## config.mk

```make
export PLATFORM = sky130hd
export DESIGN_NAME = shift_operand_decode
export DESIGN_NICKNAME = d
export VERILOG_FILES = /design/src/rtl/shift_operand_decode.sv
export SDC_FILE = /design/constraint.sdc
export NUM_CORES = 1
export LEC_CHECK = 0
export CAP_MARGIN = 20
export CORE_ASPECT_RATIO = 0.6
export CORE_MARGIN = 2
export CORE_UTILIZATION = 50
export DETAILED_ROUTE_END_ITERATION = 16
export HOLD_SLACK_MARGIN = 0.12
export PLACE_DENSITY = 0.84
export SETUP_SLACK_MARGIN = 0.02
export SYNTH_ARGS = -nofsm -noshare
export SYNTH_HDL_FRONTEND = slang
export SYNTH_SLANG_ARGS = --single-unit
export TNS_END_PERCENT = 100
```

## constraint.sdc

```tcl
create_clock -name clk -period 6.38 [get_ports clk]
set_clock_uncertainty 0.15 [all_clocks]
set_input_delay 1.595 -clock clk [delete_from_list [all_inputs] [get_ports clk]]
set_output_delay 1.595 -clock clk [all_outputs]
set_load 0.01 [all_outputs]
```

## src/rtl/shift_operand_decode.sv

```systemverilog
// rtl/shift_operand_decode.sv - decode/issue stage producing registered shifter/extender controls
//
// Takes an ARM-style instruction and reads Rm (and Rs for register-shifted-register
// forms) from a single-port register file. It registers shifter_in, shift_value,
// t and E for the shifter/extender downstream.
// A register-shifted-register form needs one extra cycle on the shared read port.
// That cycle is the RS_READ state.
//
// Ports:
//   clk, reset             clock, synchronous active-high reset
//   in_valid/in_ready      upstream handshake, instr is the instruction word
//   rf_addr/rf_data        register-file read port (combinational read)
//   stall, flush           downstream hold, kill of in-flight/registered operation
//   out_valid, shifter_in, shift_value, t, E, illegal   registered controls
//
// Optional feature macro: SHIFT_OPERAND_HALFWORD_EN. It decodes halfword/signed
// immediate-offset transfers. Without it, that encoding is illegal.

module shift_operand_decode #(
   parameter int RF_AW     = 4,
   parameter int SAT_LIMIT = 32
) (
   input  logic              clk,
   input  logic              reset,
   input  logic              in_valid,
   output logic              in_ready,
   input  logic [31:0]       instr,
   output logic [RF_AW-1:0]  rf_addr,
   input  logic [31:0]       rf_data,
   input  logic              stall,
   input  logic              flush,
   output logic              out_valid,
   output logic [31:0]       shifter_in,
   output logic [5:0]        shift_value,
   output logic [2:0]        t,
   output logic              E,
   output logic              illegal
);

   typedef enum logic {IDLE, RS_READ} state_t;

   localparam logic [7:0] SAT8 = 8'(SAT_LIMIT);
   localparam logic [5:0] SAT6 = 6'(SAT_LIMIT);

   state_t      state;
   logic [31:0] held_rm;
   logic [3:0]  held_rs;
   logic [1:0]  held_t;

   logic [31:0] dec_sin;
   logic [5:0]  dec_sv;
   logic [2:0]  dec_t;
   logic        dec_e;
   logic        dec_ill;
   logic        dec_rsr;
   logic [5:0]  rs_sv;

   // The condition field plays no part in operand decode.
   logic unused_cond;
   assign unused_cond = ^instr[31:28];

   assign in_ready = (state == IDLE) && !stall && !flush;

   // Rs comes from the captured instruction.
   // Upstream may present a new word while RS_READ is in progress.
   assign rf_addr = (state == RS_READ) ? RF_AW'(held_rs) : RF_AW'(instr[3:0]);

   // Single-cycle decode from the instruction presented in IDLE.
   always_comb begin
      dec_sin = 32'd0;
      dec_sv  = 6'd0;
      dec_t   = 3'd0;
      dec_e   = 1'b0;
      dec_ill = 1'b0;
      dec_rsr = 1'b0;
      case (instr[27:25])
         3'b001: begin
            dec_sin = {24'd0, instr[7:0]};
            dec_sv  = {2'b00, instr[11:8]};
            dec_t   = 3'd4;
         end
         3'b000: begin
            if (!instr[4]) begin
               dec_sin = rf_data;
               dec_t   = {1'b0, instr[6:5]};
               dec_sv  = {1'b0, instr[11:7]};
               // An encoded 0 means 32 for LSR/ASR. ROR #0 (RRX) stays 0.
               if ((instr[11:7] == 5'd0) && ((instr[6:5] == 2'b01) || (instr[6:5] == 2'b10)))
                  dec_sv = 6'd32;
            end else if (!instr[7]) begin
               dec_rsr = 1'b1;
            end
`ifdef SHIFT_OPERAND_HALFWORD_EN
            else if (instr[22]) begin
               dec_sin = {24'd0, instr[11:8], instr[3:0]};
               dec_t   = 3'd1;
               dec_e   = 1'b1;
            end
`endif
            else begin
               dec_ill = 1'b1;
            end
         end
         3'b010: begin
            dec_sin = {20'd0, instr[11:0]};
            dec_t   = 3'd5;
            dec_e   = 1'b1;
         end
         3'b101: begin
            dec_sin = {8'd0, instr[23:0]};
            dec_t   = 3'd4;
            dec_e   = 1'b1;
         end
         default: dec_ill = 1'b1;
      endcase
   end

   // Shift amount for register-specified shifts, taken from Rs read in RS_READ.
   always_comb begin
      rs_sv = SAT6;
      if (held_t == 2'b11)
         rs_sv = {1'b0, rf_data[4:0]};
      else if (rf_data[7:0] < SAT8)
         rs_sv = rf_data[5:0];
   end

   always_ff @(posedge clk) begin
      if (reset) begin
         state       <= IDLE;
         out_valid   <= 1'b0;
         shifter_in  <= 32'd0;
         shift_value <= 6'd0;
         t           <= 3'd0;
         E           <= 1'b0;
         illegal     <= 1'b0;
         held_rm     <= 32'd0;
         held_rs     <= 4'd0;
         held_t      <= 2'd0;
      end else if (flush) begin
         state     <= IDLE;
         out_valid <= 1'b0;
         illegal   <= 1'b0;
      end else if (!stall) begin
         case (state)
            IDLE: begin
               if (in_valid && dec_rsr) begin
                  held_rm   <= rf_data;
                  held_rs   <= instr[11:8];
                  held_t    <= instr[6:5];
                  state     <= RS_READ;
                  out_valid <= 1'b0;
                  illegal   <= 1'b0;
               end else if (in_valid) begin
                  out_valid   <= 1'b1;
                  shifter_in  <= dec_sin;
                  shift_value <= dec_sv;
                  t           <= dec_t;
                  E           <= dec_e;
                  illegal     <= dec_ill;
               end else begin
                  out_valid <= 1'b0;
                  illegal   <= 1'b0;
               end
            end
            RS_READ: begin
               out_valid   <= 1'b1;
               shifter_in  <= held_rm;
               shift_value <= rs_sv;
               t           <= {1'b0, held_t};
               E           <= 1'b0;
               illegal     <= 1'b0;
               state       <= IDLE;
            end
            default: state <= IDLE;
         endcase
      end
   end

endmodule

```

## After elaboration in Yosys (flattened, before gate mapping)

Cells that the tools add are included.

- Bitwise gates (word level): 3
- Reduce and logical (&&, ||, !) cells: 15
- Equal/unequal tests: 8
- Magnitude comparators: 1
- Muxes and demuxes: 37

Operators by type and width:

| cell | number |
|---|---|
| $pmux W32 S4 | 1 |
| $mux W32 | 3 |
| $pmux W32 S2 | 1 |
| $mux W6 | 6 |
| $pmux W6 S2 | 2 |
| $mux W1 | 13 |
| $pmux W1 S2 | 5 |
| $pmux W3 S3 | 1 |
| $lt A8 B6 Y1 const B | 1 |
| $reduce_and A4 Y1 | 2 |
| $mux W3 | 2 |
| $pmux W3 S2 | 1 |
| $reduce_or A2 Y1 | 3 |
| $logic_not A5 Y1 | 1 |
| $eq A2 B2 Y1 const B | 2 |
| $logic_and A1 B1 Y1 | 4 |
| $mux W4 | 1 |
| $ne A2 B2 Y1 const B | 2 |
| $eq A3 B1 Y1 const B | 1 |
| $eq A3 B2 Y1 const B | 1 |
| $eq A3 B3 Y1 const B | 1 |
| $logic_not A3 Y1 | 1 |
| $not A1 Y1 | 3 |
| $reduce_or A3 Y1 | 1 |
| 4 further kinds | 5 |

- Output and inout bits: 49
- Bits in registers: 83
- Input bits: 69
- Logic and storage cells: 74

## Longest topological paths before layout

- Depth in word-level cells: 9
- Depth in mapped cells: 8

## Worst setup path after synthesis

Ideal clock, no wire load.

- Path type: in2out
- Start: input port stall
- End: output port in_ready
- Stages: 1
- Data arrival time: 1885 ps
- Slack: 2750 ps
- Buffers on the path: 0
- Required time: 4635 ps
- Cells stage by stage: nor3_1

- Longest elaborated chain between the ends: 3

Ends and longest elaborated chain:

| item | RTL line | source |
|---|---|---|
| from (decl) | 30 | `input logic stall,` |
| $logic_not A1 Y1 | n/a |  |
| $logic_and A1 B1 Y1 (2 in series) | 62 | `assign in_ready = (state == IDLE) && !stall && !flush;` |
| to (decl) | 26 | `output logic in_ready,` |

Every way passes these cells.

## Worst setup path after layout

Same ends and word-level chain as after synthesis.

==> flow_metrics.env <==
export IMPL_slew_violations=0
export IMPL_finalNetCount=593
export IMPL_htree_levels=3
export IMPL_diodes=0
export IMPL_finalCriticalPeriod_ns=4.666
export IMPL_hold_end="held_rm[30]$_SDFFE_PP0P_"
export IMPL_grt_overflow_total=0
export IMPL_synth_edf_count=0
export IMPL_vdd_drop_max_mv=0.1457
export IMPL_hold_depth=2
export IMPL_ys_ff_latch=83
export IMPL_relSlewSlack_pct=29.46
export IMPL_setup_tns_ns=0
export IMPL_area_growth_pct=35.97
export IMPL_yosys_warnings=0
export IMPL_hp_class="reg -> reg"
export IMPL_ys_top_cells_by_area="dfxtp_1 (45%), nand2_1 (9.6%), a21oi_1 (6.8%), a211oi_2 (6.7%), a222oi_1 (5.4%)"
export IMPL_timing_fmax_mhz=214.3
export IMPL_setup_viol=0
export IMPL_status="complete, no violations"
export IMPL_die_area_um2=8195
export IMPL_reg2reg_from="state$_SDFFE_PP0N_"
export IMPL_p_leak_nw=1.619
export IMPL_synth_fp_nets=503
export IMPL_drt_iter0_drc=372
export IMPL_dp_final_hpwl_um=7526
export IMPL_path_max_fanout=6
export IMPL_r2r_slack_ns=3.57
export IMPL_final_cell_mix="clkdlybuf4s50_1 (111), nand2_1 (95), dfxtp_1 (83)"
export IMPL_clock_sinks=83
export IMPL_cts_buffers=9
export IMPL_gr_usage_all_layers_pct=28.06
export IMPL_cts_resized_gates=0
export IMPL_firstDrtPassIters=6
export IMPL_rr_endpoint="shift_value[1]$_SDFFE_PP0P_"
export IMPL_syn_area_per_cell_um2=8.600
export IMPL_yosysTopAreaCellShare_pct=44.52
export IMPL_via_per_inst=5.818
export IMPL_worstSetupPathType="in -> out"
export IMPL_hp_start="held_rm[30]$_SDFFE_PP0P_"
export IMPL_routed_wl_um=11130
export IMPL_dp_cells=617
export IMPL_powerDensity_nw_per_um2=230.7
export IMPL_boundaryPins=118
export IMPL_drc=0
export IMPL_r2r_cells=5
export IMPL_antenna_found_initial=0
export IMPL_grt_max_degree=67
export IMPL_fin_cells=632
export IMPL_startpoint_type="primary input"
export IMPL_fp_coreArea_um2=7237
export IMPL_grt_pass1_vias=3638
export IMPL_place_gp_congestion=0.8568
export IMPL_die_w_um=115.5
export IMPL_rows=24
export IMPL_clock_latency_ns=0.34
export IMPL_initial_core_util_pct=51.57
export IMPL_postSynth_asyncResetShare_pct=0
export IMPL_syn_inst=434
export IMPL_worst_pin_slew_ns=1.044
export IMPL_required_ns=4.64
export IMPL_post_cts_setup_buffers=0
export IMPL_fin_total_pwr_w=0.001171
export IMPL_ant_nets=0
export IMPL_cts_tree="done"
export IMPL_syn_area_um2=3732
export IMPL_cap_violations=0
export IMPL_rsz0062_at_grt="no"
export IMPL_port_buffers=112
export IMPL_cts_buffer_depth=2
export IMPL_yosysTopAreaCell="dfxtp_1"
export IMPL_endpoint_kind="output port"
export IMPL_ys_flop_type="dfxtp_1"
export IMPL_synth_distinct_cells=42
export IMPL_vias=3677
export IMPL_wire_per_inst_um=17.62
export IMPL_drive_above_1_share_pct=9.848
export IMPL_cts_root_buffer="clkbuf_16"
export IMPL_grt_pass1_wl_um=17950
export IMPL_clk_pin_slew_ns=0.06
export IMPL_holdBufCountCts=0
export IMPL_cp_arrival_ns=2.92
export IMPL_fin_crit_sh_pct=73.13
export IMPL_layout_commonest_cell="clkdlybuf4s50_1"
export IMPL_ys_seq_area_share_pct=44.52
export IMPL_dieHeight_um=70.93
export IMPL_hold_viol_final=0
per-layer routing:
layer,GRT usage (%),share of wire [%],up-vias
met5,0,0,-
met4,9.639,1.3,0
met2,42.30,44,196
met3,9.254,11,17
met1,38.02,44,1703
li1,-,-,1761
layout make-up:
class | instances | area [µm²]
Fill cell | 585 | 2162
Multi-Input combinational cell | 308 | 1842
Sequential cell | 83 | 1662
Timing Repair Buffer | 119 | 1169
Clock buffer | 12 | 246.5
Tap cell | 104 | 130.1
Clock inverter | 3 | 15.01
Inverter | 3 | 11.26
power breakdown:
| group | internal, W | switching (W) | total, W |
|---|---|---|---|
| sequential | 0.000532 | 0.00000732 | 0.000539 |
| clock | 0.000270 | 0.000198 | 0.000468 |
| combinational | 0.0000841 | 0.0000791 | 0.000163 |
| total | 0.000886 | 0.000284 | 0.00117 |
registers in the layout, summed over array words and instances (netlist names):
name,flops
illegal,1
shifter_in,32
state,1
out_valid,1
E,1
held_rs,4
held_t,2
held_rm,32
t,3
shift_value,6
cell families (layout without fill, tap and decap cells):
group | after synthesis | after routing | synth area share (%)
and+or+nand+nor | 169 | 169 | 19.81
AOI/OAI and AO/OA | 134 | 134 | 28.09
xor gates and xnor gates | 1 | 1 | 0.2347
buffers and inverters | 43 | 137 | 6.135
muxes | 4 | 4 | 1.207
DFF | 83 | 83 | 44.52
cell usage after synthesis (2+ instances only):
| library cell | n |
|---|---|
| a222oi_1 | 20 |
| a211oi_1 | 4 |
| nor3b_1 | 4 |
| nand3_1 | 6 |
| a211oi_2 | 20 |
| o41ai_1 | 2 |
| inv_1 | 3 |
| buf_6 | 7 |
| o21ai_0 | 12 |
| nand4_1 | 3 |
| a21oi_1 | 51 |
| nand2_1 | 95 |
| a311oi_1 | 12 |
| clkbuf_1 | 23 |
| nor3_1 | 4 |
| dfxtp_1 | 83 |
| nand3b_1 | 2 |
| a2bb2oi_1 | 4 |
| buf_2 | 9 |
| mux2_2 | 4 |
| a221oi_1 | 2 |
| nor2_1 | 44 |
worst max-delay path by stage:
stage | startpoint | end | slack (ns) | depth (start not counted)
after floorplan | stall | in_ready | 2.75 | 1
after global placement | stall | in_ready | 1.76 | 3
after detailed placement | stall | in_ready | 1.75 | 3
after CTS | stall | in_ready | 1.73 | 3
after global routing | stall | in_ready | 1.67 | 3
final | stall | in_ready | 1.71 | 3
metrics by stage:
step / area [µm²] / util (%) / setup slack [ns] / hold slack (ns)
detailed placement: 4813 / 66.51 / 1.745 / 0.2934
CTS: 5075 / 70.12 / 1.729 / 0.3010
finish: 5075 / 70.12 / 1.714 / 0.3012
global placement: 4813 / 66.51 / 1.756 / 0.2883
floorplan: 3732 / - / 2.750 / 0.2829
global route: 5075 / 70.12 / 1.672 / 0.3206
worst max-delay path, stage by stage:
cell             delay [ns]
clkdlybuf4s50_1        0.53
nor3_1                 0.23
clkdlybuf4s50_1        0.57
Note: power is estimated with default switching activity, not from simulation.
